==> config.mk <==
export PLATFORM = sky130hd
export DESIGN_NAME = wb_demo_core_flat
export DESIGN_NICKNAME = d
export VERILOG_FILES = /design/src/rtl/wb_demo_if.sv /design/src/rtl/wb_demo_core.sv /design/src/flat_wrapper.sv
export SDC_FILE = /design/constraint.sdc
export NUM_CORES = 1
export LEC_CHECK = 0
export CAP_MARGIN = 40
export CORE_MARGIN = 4
export CORE_UTILIZATION = 45
export CTS_CLUSTER_DIAMETER = 30
export CTS_CLUSTER_SIZE = 24
export DETAILED_ROUTE_END_ITERATION = 10
export HOLD_SLACK_MARGIN = 0.03
export PLACE_DENSITY_LB_ADDON = 0.3
export SETUP_SLACK_MARGIN = 0.15
export SYNTH_ARGS = -nofsm -noshare
export SYNTH_HDL_FRONTEND = slang
export SYNTH_SLANG_ARGS = --single-unit
==> constraint.sdc <==
create_clock -name wb_clk_i -period 14.4 [get_ports wb_clk_i]
set_input_delay 2.88 -clock wb_clk_i [delete_from_list [all_inputs] [get_ports wb_clk_i]]
set_output_delay 2.88 -clock wb_clk_i [all_outputs]
set_load 0.005 [all_outputs]
==> src/rtl/wb_demo_if.sv <==
// Wishbone classic bus bundle for the wb_demo_core co-processor.
interface wb_demo_if;
  logic        wb_cyc_i;
  logic        wb_stb_i;
  logic        wb_we_i;
  logic [4:0]  wb_adr_i;
  logic [3:0]  wb_sel_i;
  logic [31:0] wb_dat_i;
  logic [31:0] wb_dat_o;
  logic        wb_ack_o;

  modport master (
    output wb_cyc_i, wb_stb_i, wb_we_i, wb_adr_i, wb_sel_i, wb_dat_i,
    input  wb_dat_o, wb_ack_o
  );

  modport slave (
    input  wb_cyc_i, wb_stb_i, wb_we_i, wb_adr_i, wb_sel_i, wb_dat_i,
    output wb_dat_o, wb_ack_o
  );
endinterface

==> src/rtl/wb_demo_core.sv <==
// wb_demo_core: memory-mapped arithmetic/logic co-processor on a Wishbone
// classic slave port. Software loads OPA/OPB, writes CMD, polls STATUS.DONE
// and reads RESULT.
//
// state | meaning
// IDLE  | waiting for an accepted CMD write
// EXEC  | single-cycle ALU op, RESULT/DONE land on the next edge
// MUL   | shift-add multiply, one multiplier bit per cycle for 32 cycles
module wb_demo_core (
  input  logic     wb_clk_i,
  input  logic     wb_rst_i,
  wb_demo_if.slave wb
);

  localparam logic [1:0] ST_IDLE = 2'd0;
  localparam logic [1:0] ST_EXEC = 2'd1;
  localparam logic [1:0] ST_MUL  = 2'd2;

  localparam logic [2:0] REG_OPA  = 3'd0;
  localparam logic [2:0] REG_OPB  = 3'd1;
  localparam logic [2:0] REG_CMD  = 3'd2;
  localparam logic [2:0] REG_RES  = 3'd3;
  localparam logic [2:0] REG_STAT = 3'd4;

  localparam logic [2:0] OP_ADD = 3'd0;
  localparam logic [2:0] OP_SUB = 3'd1;
  localparam logic [2:0] OP_MUL = 3'd2;
  localparam logic [2:0] OP_AND = 3'd3;
  localparam logic [2:0] OP_OR  = 3'd4;
  localparam logic [2:0] OP_XOR = 3'd5;
  localparam logic [2:0] OP_SHL = 3'd6;
  localparam logic [2:0] OP_SHR = 3'd7;

  logic [1:0]  state_q, state_d;
  logic        ack_q, ack_d;
  logic [31:0] dat_q, dat_d;
  logic [31:0] opa_q, opa_d;
  logic [31:0] opb_q, opb_d;
  logic [2:0]  cmd_q, cmd_d;
  logic [31:0] res_q, res_d;
  logic        done_q, done_d;
  logic [31:0] a_q, a_d;
  logic [31:0] b_q, b_d;
  logic [31:0] acc_q, acc_d;
  logic [4:0]  cnt_q, cnt_d;

  logic        req;
  logic        wr;
  logic        busy;
  logic        cmd_go;
  logic [2:0]  reg_sel;
  logic [31:0] rdata;
  logic [31:0] exec_res;
  logic [31:0] acc_nxt;
  logic        unused_adr;

  // A new request is only taken when no ack is outstanding, which gives the
  // single wait state and keeps acks from landing on consecutive cycles.
  assign req     = wb.wb_cyc_i & wb.wb_stb_i & ~ack_q;
  assign wr      = req & wb.wb_we_i;
  assign reg_sel = wb.wb_adr_i[4:2];
  assign busy    = (state_q != ST_IDLE);
  assign cmd_go  = wr & (reg_sel == REG_CMD) & wb.wb_sel_i[0] & ~busy;
  assign acc_nxt = b_q[0] ? (acc_q + a_q) : acc_q;

  assign unused_adr = ^wb.wb_adr_i[1:0];

  assign wb.wb_ack_o = ack_q;
  assign wb.wb_dat_o = dat_q;

  function automatic logic [31:0] merge_bytes(input logic [31:0] old_v,
                                              input logic [31:0] new_v,
                                              input logic [3:0]  sel);
    logic [31:0] r;
    r = old_v;
    for (int i = 0; i < 4; i++) begin
      if (sel[i]) r[8*i +: 8] = new_v[8*i +: 8];
    end
    return r;
  endfunction

  // Register read mux, sampled into dat_q on the strobe-sampling edge.
  always_comb begin
    rdata = '0;
    case (reg_sel)
      REG_OPA:  rdata = opa_q;
      REG_OPB:  rdata = opb_q;
      REG_CMD:  rdata = {29'd0, cmd_q};
      REG_RES:  rdata = res_q;
      REG_STAT: rdata = {30'd0, busy, done_q};
      default:  rdata = '0;
    endcase
  end

  // Single-cycle ALU on the operands latched at command acceptance.
  always_comb begin
    exec_res = '0;
    case (cmd_q)
      OP_ADD:  exec_res = a_q + b_q;
      OP_SUB:  exec_res = a_q - b_q;
      OP_AND:  exec_res = a_q & b_q;
      OP_OR:   exec_res = a_q | b_q;
      OP_XOR:  exec_res = a_q ^ b_q;
      OP_SHL:  exec_res = a_q << b_q[4:0];
      OP_SHR:  exec_res = a_q >> b_q[4:0];
      default: exec_res = '0;
    endcase
  end

  // Bus handshake, register writes and the operation sequencer.
  always_comb begin
    state_d = state_q;
    ack_d   = req;
    dat_d   = (req & ~wb.wb_we_i) ? rdata : 32'd0;
    opa_d   = opa_q;
    opb_d   = opb_q;
    cmd_d   = cmd_q;
    res_d   = res_q;
    done_d  = done_q;
    a_d     = a_q;
    b_d     = b_q;
    acc_d   = acc_q;
    cnt_d   = cnt_q;

    if (wr && reg_sel == REG_OPA) opa_d = merge_bytes(opa_q, wb.wb_dat_i, wb.wb_sel_i);
    if (wr && reg_sel == REG_OPB) opb_d = merge_bytes(opb_q, wb.wb_dat_i, wb.wb_sel_i);

    case (state_q)
      ST_IDLE: begin
        if (cmd_go) begin
          cmd_d   = wb.wb_dat_i[2:0];
          a_d     = opa_q;
          b_d     = opb_q;
          acc_d   = '0;
          cnt_d   = 5'd31;
          done_d  = 1'b0;
          state_d = (wb.wb_dat_i[2:0] == OP_MUL) ? ST_MUL : ST_EXEC;
        end
      end
      ST_EXEC: begin
        res_d   = exec_res;
        done_d  = 1'b1;
        state_d = ST_IDLE;
      end
      ST_MUL: begin
        acc_d = acc_nxt;
        a_d   = a_q << 1;
        b_d   = b_q >> 1;
        if (cnt_q == 5'd0) begin
          res_d   = acc_nxt;
          done_d  = 1'b1;
          state_d = ST_IDLE;
        end else begin
          cnt_d = cnt_q - 5'd1;
        end
      end
      default: state_d = ST_IDLE;
    endcase
  end

  // State registers; reset aborts any running operation.
  always_ff @(posedge wb_clk_i or negedge wb_rst_i) begin
    if (!wb_rst_i) begin
      state_q <= ST_IDLE;
      ack_q   <= 1'b0;
      dat_q   <= '0;
      opa_q   <= '0;
      opb_q   <= '0;
      cmd_q   <= '0;
      res_q   <= '0;
      done_q  <= 1'b0;
      a_q     <= '0;
      b_q     <= '0;
      acc_q   <= '0;
      cnt_q   <= '0;
    end else begin
      state_q <= state_d;
      ack_q   <= ack_d;
      dat_q   <= dat_d;
      opa_q   <= opa_d;
      opb_q   <= opb_d;
      cmd_q   <= cmd_d;
      res_q   <= res_d;
      done_q  <= done_d;
      a_q     <= a_d;
      b_q     <= b_d;
      acc_q   <= acc_d;
      cnt_q   <= cnt_d;
    end
  end

endmodule

==> src/flat_wrapper.sv <==
// flat-port wrapper written by rule: the top's interface ports become plain ports
module wb_demo_core_flat 
  (wb_clk_i, wb_rst_i, wb_wb_cyc_i, wb_wb_stb_i, wb_wb_we_i, wb_wb_adr_i, wb_wb_sel_i, wb_wb_dat_i, wb_wb_dat_o, wb_wb_ack_o);
  wb_demo_if wb_i ();
  input  logic wb_clk_i;
  input  logic wb_rst_i;
  input wire logic [$bits(wb_i.wb_cyc_i)-1:0] wb_wb_cyc_i;
  input wire logic [$bits(wb_i.wb_stb_i)-1:0] wb_wb_stb_i;
  input wire logic [$bits(wb_i.wb_we_i)-1:0] wb_wb_we_i;
  input wire logic [$bits(wb_i.wb_adr_i)-1:0] wb_wb_adr_i;
  input wire logic [$bits(wb_i.wb_sel_i)-1:0] wb_wb_sel_i;
  input wire logic [$bits(wb_i.wb_dat_i)-1:0] wb_wb_dat_i;
  output wire logic [$bits(wb_i.wb_dat_o)-1:0] wb_wb_dat_o;
  output wire logic [$bits(wb_i.wb_ack_o)-1:0] wb_wb_ack_o;
  assign wb_i.wb_cyc_i = wb_wb_cyc_i;
  assign wb_i.wb_stb_i = wb_wb_stb_i;
  assign wb_i.wb_we_i = wb_wb_we_i;
  assign wb_i.wb_adr_i = wb_wb_adr_i;
  assign wb_i.wb_sel_i = wb_wb_sel_i;
  assign wb_i.wb_dat_i = wb_wb_dat_i;
  assign wb_wb_dat_o = wb_i.wb_dat_o;
  assign wb_wb_ack_o = wb_i.wb_ack_o;
  wb_demo_core u_core (.wb_clk_i(wb_clk_i), .wb_rst_i(wb_rst_i), .wb(wb_i));
endmodule
==> flow_metrics.env <==
export IMPL_postSynthAreaPerCell_sq_um=8.51
export IMPL_preCtsSetupSlack_ps=8040
export IMPL_setup_viol=0
export IMPL_yosysUniqueCellTypes=87
export IMPL_regArea_sq_um=5920
export IMPL_die_h_microns=215
export IMPL_max_cap_violations=0
export IMPL_crit_path_frequent_cell="nand2_1"
export IMPL_drv_slew=0
export IMPL_drtIter0Drc=1790
export IMPL_grt_overflow=0
export IMPL_async_flop_share=1.00
export IMPL_clock_latency_ps=580
export IMPL_swShare=0.484
export IMPL_crit_chain="buf_4 > inv_2 > buf_4 > nand2_1 > nor3_2 > nand3_1 > nor3b_1 > nand2_1 > or3_1 > o21ai_0 > xnor2_1 > ha_1 > a21oi_1 > o21ai_0 > nor2_1 > nand2_1 > a31oi_1 > nor3_1 > a2111oi_2 > xnor2_1 > a21boi_1 > o211ai_2"
export IMPL_cts_buffers=55
export IMPL_startpoint_type="register"
export IMPL_clkPwrFrac=0.219
export IMPL_fmax_ghz=0.154
export IMPL_clock_path_buffers=3
export IMPL_cts_tree="built"
export IMPL_placed_cell_area_sq_um=20600
export IMPL_cp_top_family="simple AND/OR/NAND/NOR gates"
export IMPL_io_pins=79
export IMPL_die_width_microns=215
export IMPL_grt_pass1_vias=17500
export IMPL_met1_length_mm=29.8
export IMPL_worst_slew_pin_slew_ps=983
export IMPL_slew_headroom=0.343
export IMPL_status="completed"
export IMPL_met3_length_mm=4.93
export IMPL_syn_cell_area_sq_um=19300
export IMPL_fin_nets=2478
export IMPL_cp_data_arrival_time_ps=6920
export IMPL_globalplace_congestion=0.991
export IMPL_finalSetupTns_ps=0
export IMPL_cpPeakStageDelay_ps=580
export IMPL_core_sq_um=42200
export IMPL_grt_pass1_wl_mm=105
export IMPL_areaGrowthSynthToFinish_pct=17.1
export IMPL_num_rows=75
export IMPL_clock_root_buffer="clkbuf_16"
export IMPL_hpwl_mm=48.5
export IMPL_ys_seq_area_frac=0.306
export IMPL_antenna_found_initial=1
export IMPL_drc=0
export IMPL_period_share=0.450
export IMPL_fillers=3806
export IMPL_first_pass_iters=6
export IMPL_vias=18000
export IMPL_yosys_warnings=0
export IMPL_postCtsHoldBufs=0
export IMPL_path_buf_inv=3
export IMPL_power_density_nw_per_um2=272
export IMPL_cts_resized=0
export IMPL_io_buffers=76
export IMPL_htree_levels=2
export IMPL_combinationalPowerShare=0.582
export IMPL_synth_ff_type="dfrtp_1"
export IMPL_hold_violations=0
export IMPL_cp_max_fo=48
export IMPL_min_path_type="register to register"
export IMPL_postCtsSetupBuffers=0
export IMPL_switching_power_mw=2.98
export IMPL_vias_per_cell=6.24
export IMPL_syn_instance_count=2270
export IMPL_synth_seq_cells=236
export IMPL_clkSinkCount=236
export IMPL_multiInputGateArea_sq_um=12500
export IMPL_drt_wl_total_mm=67.6
export IMPL_rsz0062_at_grt="no"
export IMPL_wl_per_cell_microns=23.5
export IMPL_fin_crit_ps=6470
export IMPL_setup_ws_ps=7930
export IMPL_vdd_ir_drop_max_v=0.000123
export IMPL_clock_skew_ps=16.7
export IMPL_drive_above_1_share=0.125
export IMPL_worst_setup_path_end_kind="register"
export IMPL_gr_usage_all_layers=0.285
export IMPL_p_leak_nw=9.74
export IMPL_p_seq_frac=0.199
export IMPL_intPower_mw=3.18
export IMPL_r2r_slack_ps=7930
export IMPL_synth_edf_count=0
export IMPL_diodes=0
export IMPL_drtAntennaViolNets=0
export IMPL_critPathSlowestCell="buf_4"
export IMPL_dieArea_sq_um=46300
export IMPL_wl_met2_mm=31.2
export IMPL_worst_setup_path_type="register to register"
export IMPL_start_util=0.457
export IMPL_final_cell_area_sq_um=22600
export IMPL_top_layer="met4"
export IMPL_postSynthNetCount=2452
export IMPL_path_clk_slew_ps=50
export IMPL_cp_required_ps=14850
export IMPL_grt_max_degree=92
[routing by layer]
layer / GRT usage / vias to the layer above
li1: - / 8282
met1: 0.402 / 8836
met2: 0.457 / 736
met3: 0.0487 / 106
met4: 0.0737 / 0
met5: 0 / -
[cell usage in the layout, fill, tap and decap left out, types with 46 or more instances in the layout]
| master | instances |
|---|---|
| a21oi_1 | 215 |
| mux2i_1 | 170 |
| nor2_1 | 311 |
| xnor2_1 | 58 |
| mux2_2 | 94 |
| o21ai_0 | 155 |
| ha_1 | 133 |
| clkbuf_16 | 57 |
| dfrtp_1 | 232 |
| a31oi_1 | 46 |
| inv_1 | 83 |
| clkdlybuf4s50_1 | 73 |
| nand2_1 | 191 |
[area by class of cell]
type / instances / share of cell area
Tap cell: 539 / 0.0298
Timing Repair Buffer: 114 / 0.0506
Multi-Input combinational cell: 1801 / 0.554
Sequential cell: 236 / 0.262
Clock inverter: 28 / 0.0183
Clock buffer: 74 / 0.0716
Inverter: 88 / 0.0146
[synth_stat cells, drive strengths merged (46+ instances only)]
master	number	area (sq um)
mux2	94	1060
nor2	313	1170
clkbuf	96	360
dfrtp	236	5910
buf	48	263
inv	87	327
ha	134	1680
nand2	191	717
o21ai	163	820
mux2i	170	1700
xnor2	58	508
a21oi	217	1100
a31oi	46	288
[power groups by stage]
stage	combinational, mW	clock [mW]	sequential [mW]
final	3.58	1.35	1.23
after CTS	3.49	1.36	1.22
after floorplan	2.64	0	1.03
after global placement	3.39	0	1.21
after global routing	3.91	1.40	1.26
after detailed placement	3.46	0	1.23
[state kept, by name (all words and copies together) (netlist names)]
register / cells
u_core.a_q: 32
u_core.acc_q: 32
u_core.b_q: 32
u_core.opa_q: 32
u_core.opb_q: 32
u_core.res_q: 32
u_core.wb.wb_dat_o: 32
u_core.cnt_q: 5
u_core.cmd_q: 3
u_core.state_q: 2
u_core.done_q: 1
u_core.wb.wb_ack_o: 1
[cell families after synthesis]
| kind of cell | synth area share |
|---|---|
| AND/OR/NAND/NOR | 0.148 |
| flip-flops | 0.306 |
| AO/OA/AOI/OAI | 0.210 |
| adder cells (fa/ha/maj) | 0.0889 |
| multiplexers | 0.164 |
| XOR/XNOR | 0.0340 |
| buffers and inverters | 0.0499 |
[stage by stage]
step	total power [mW]	util	instances	hold WS, ps
after detailed placement	4.69	0.487	2778	475
after global placement	4.61	0.483	2767	471
after floorplan	3.67	-	2270	459
after CTS	6.07	0.536	2880	485
after global routing	6.57	0.536	2880	514
final	6.16	0.536	2880	487
[path summary, 6_finish.rpt]
path | from | endpoint | cells after the start
max | u_core.b_q[2] | u_core.res_q[31] | 22
min | u_core.res_q[2] | u_core.res_q[2] | 1
max reg2reg | u_core.b_q[2] | u_core.res_q[31] | 22
min reg2reg | u_core.res_q[2] | u_core.res_q[2] | 1
max in group asynchronous | wb_rst_i | u_core.opa_q[27] | 3
min in group asynchronous | wb_rst_i | u_core.acc_q[7] | 1
Power figures use the tool's default switching activity.
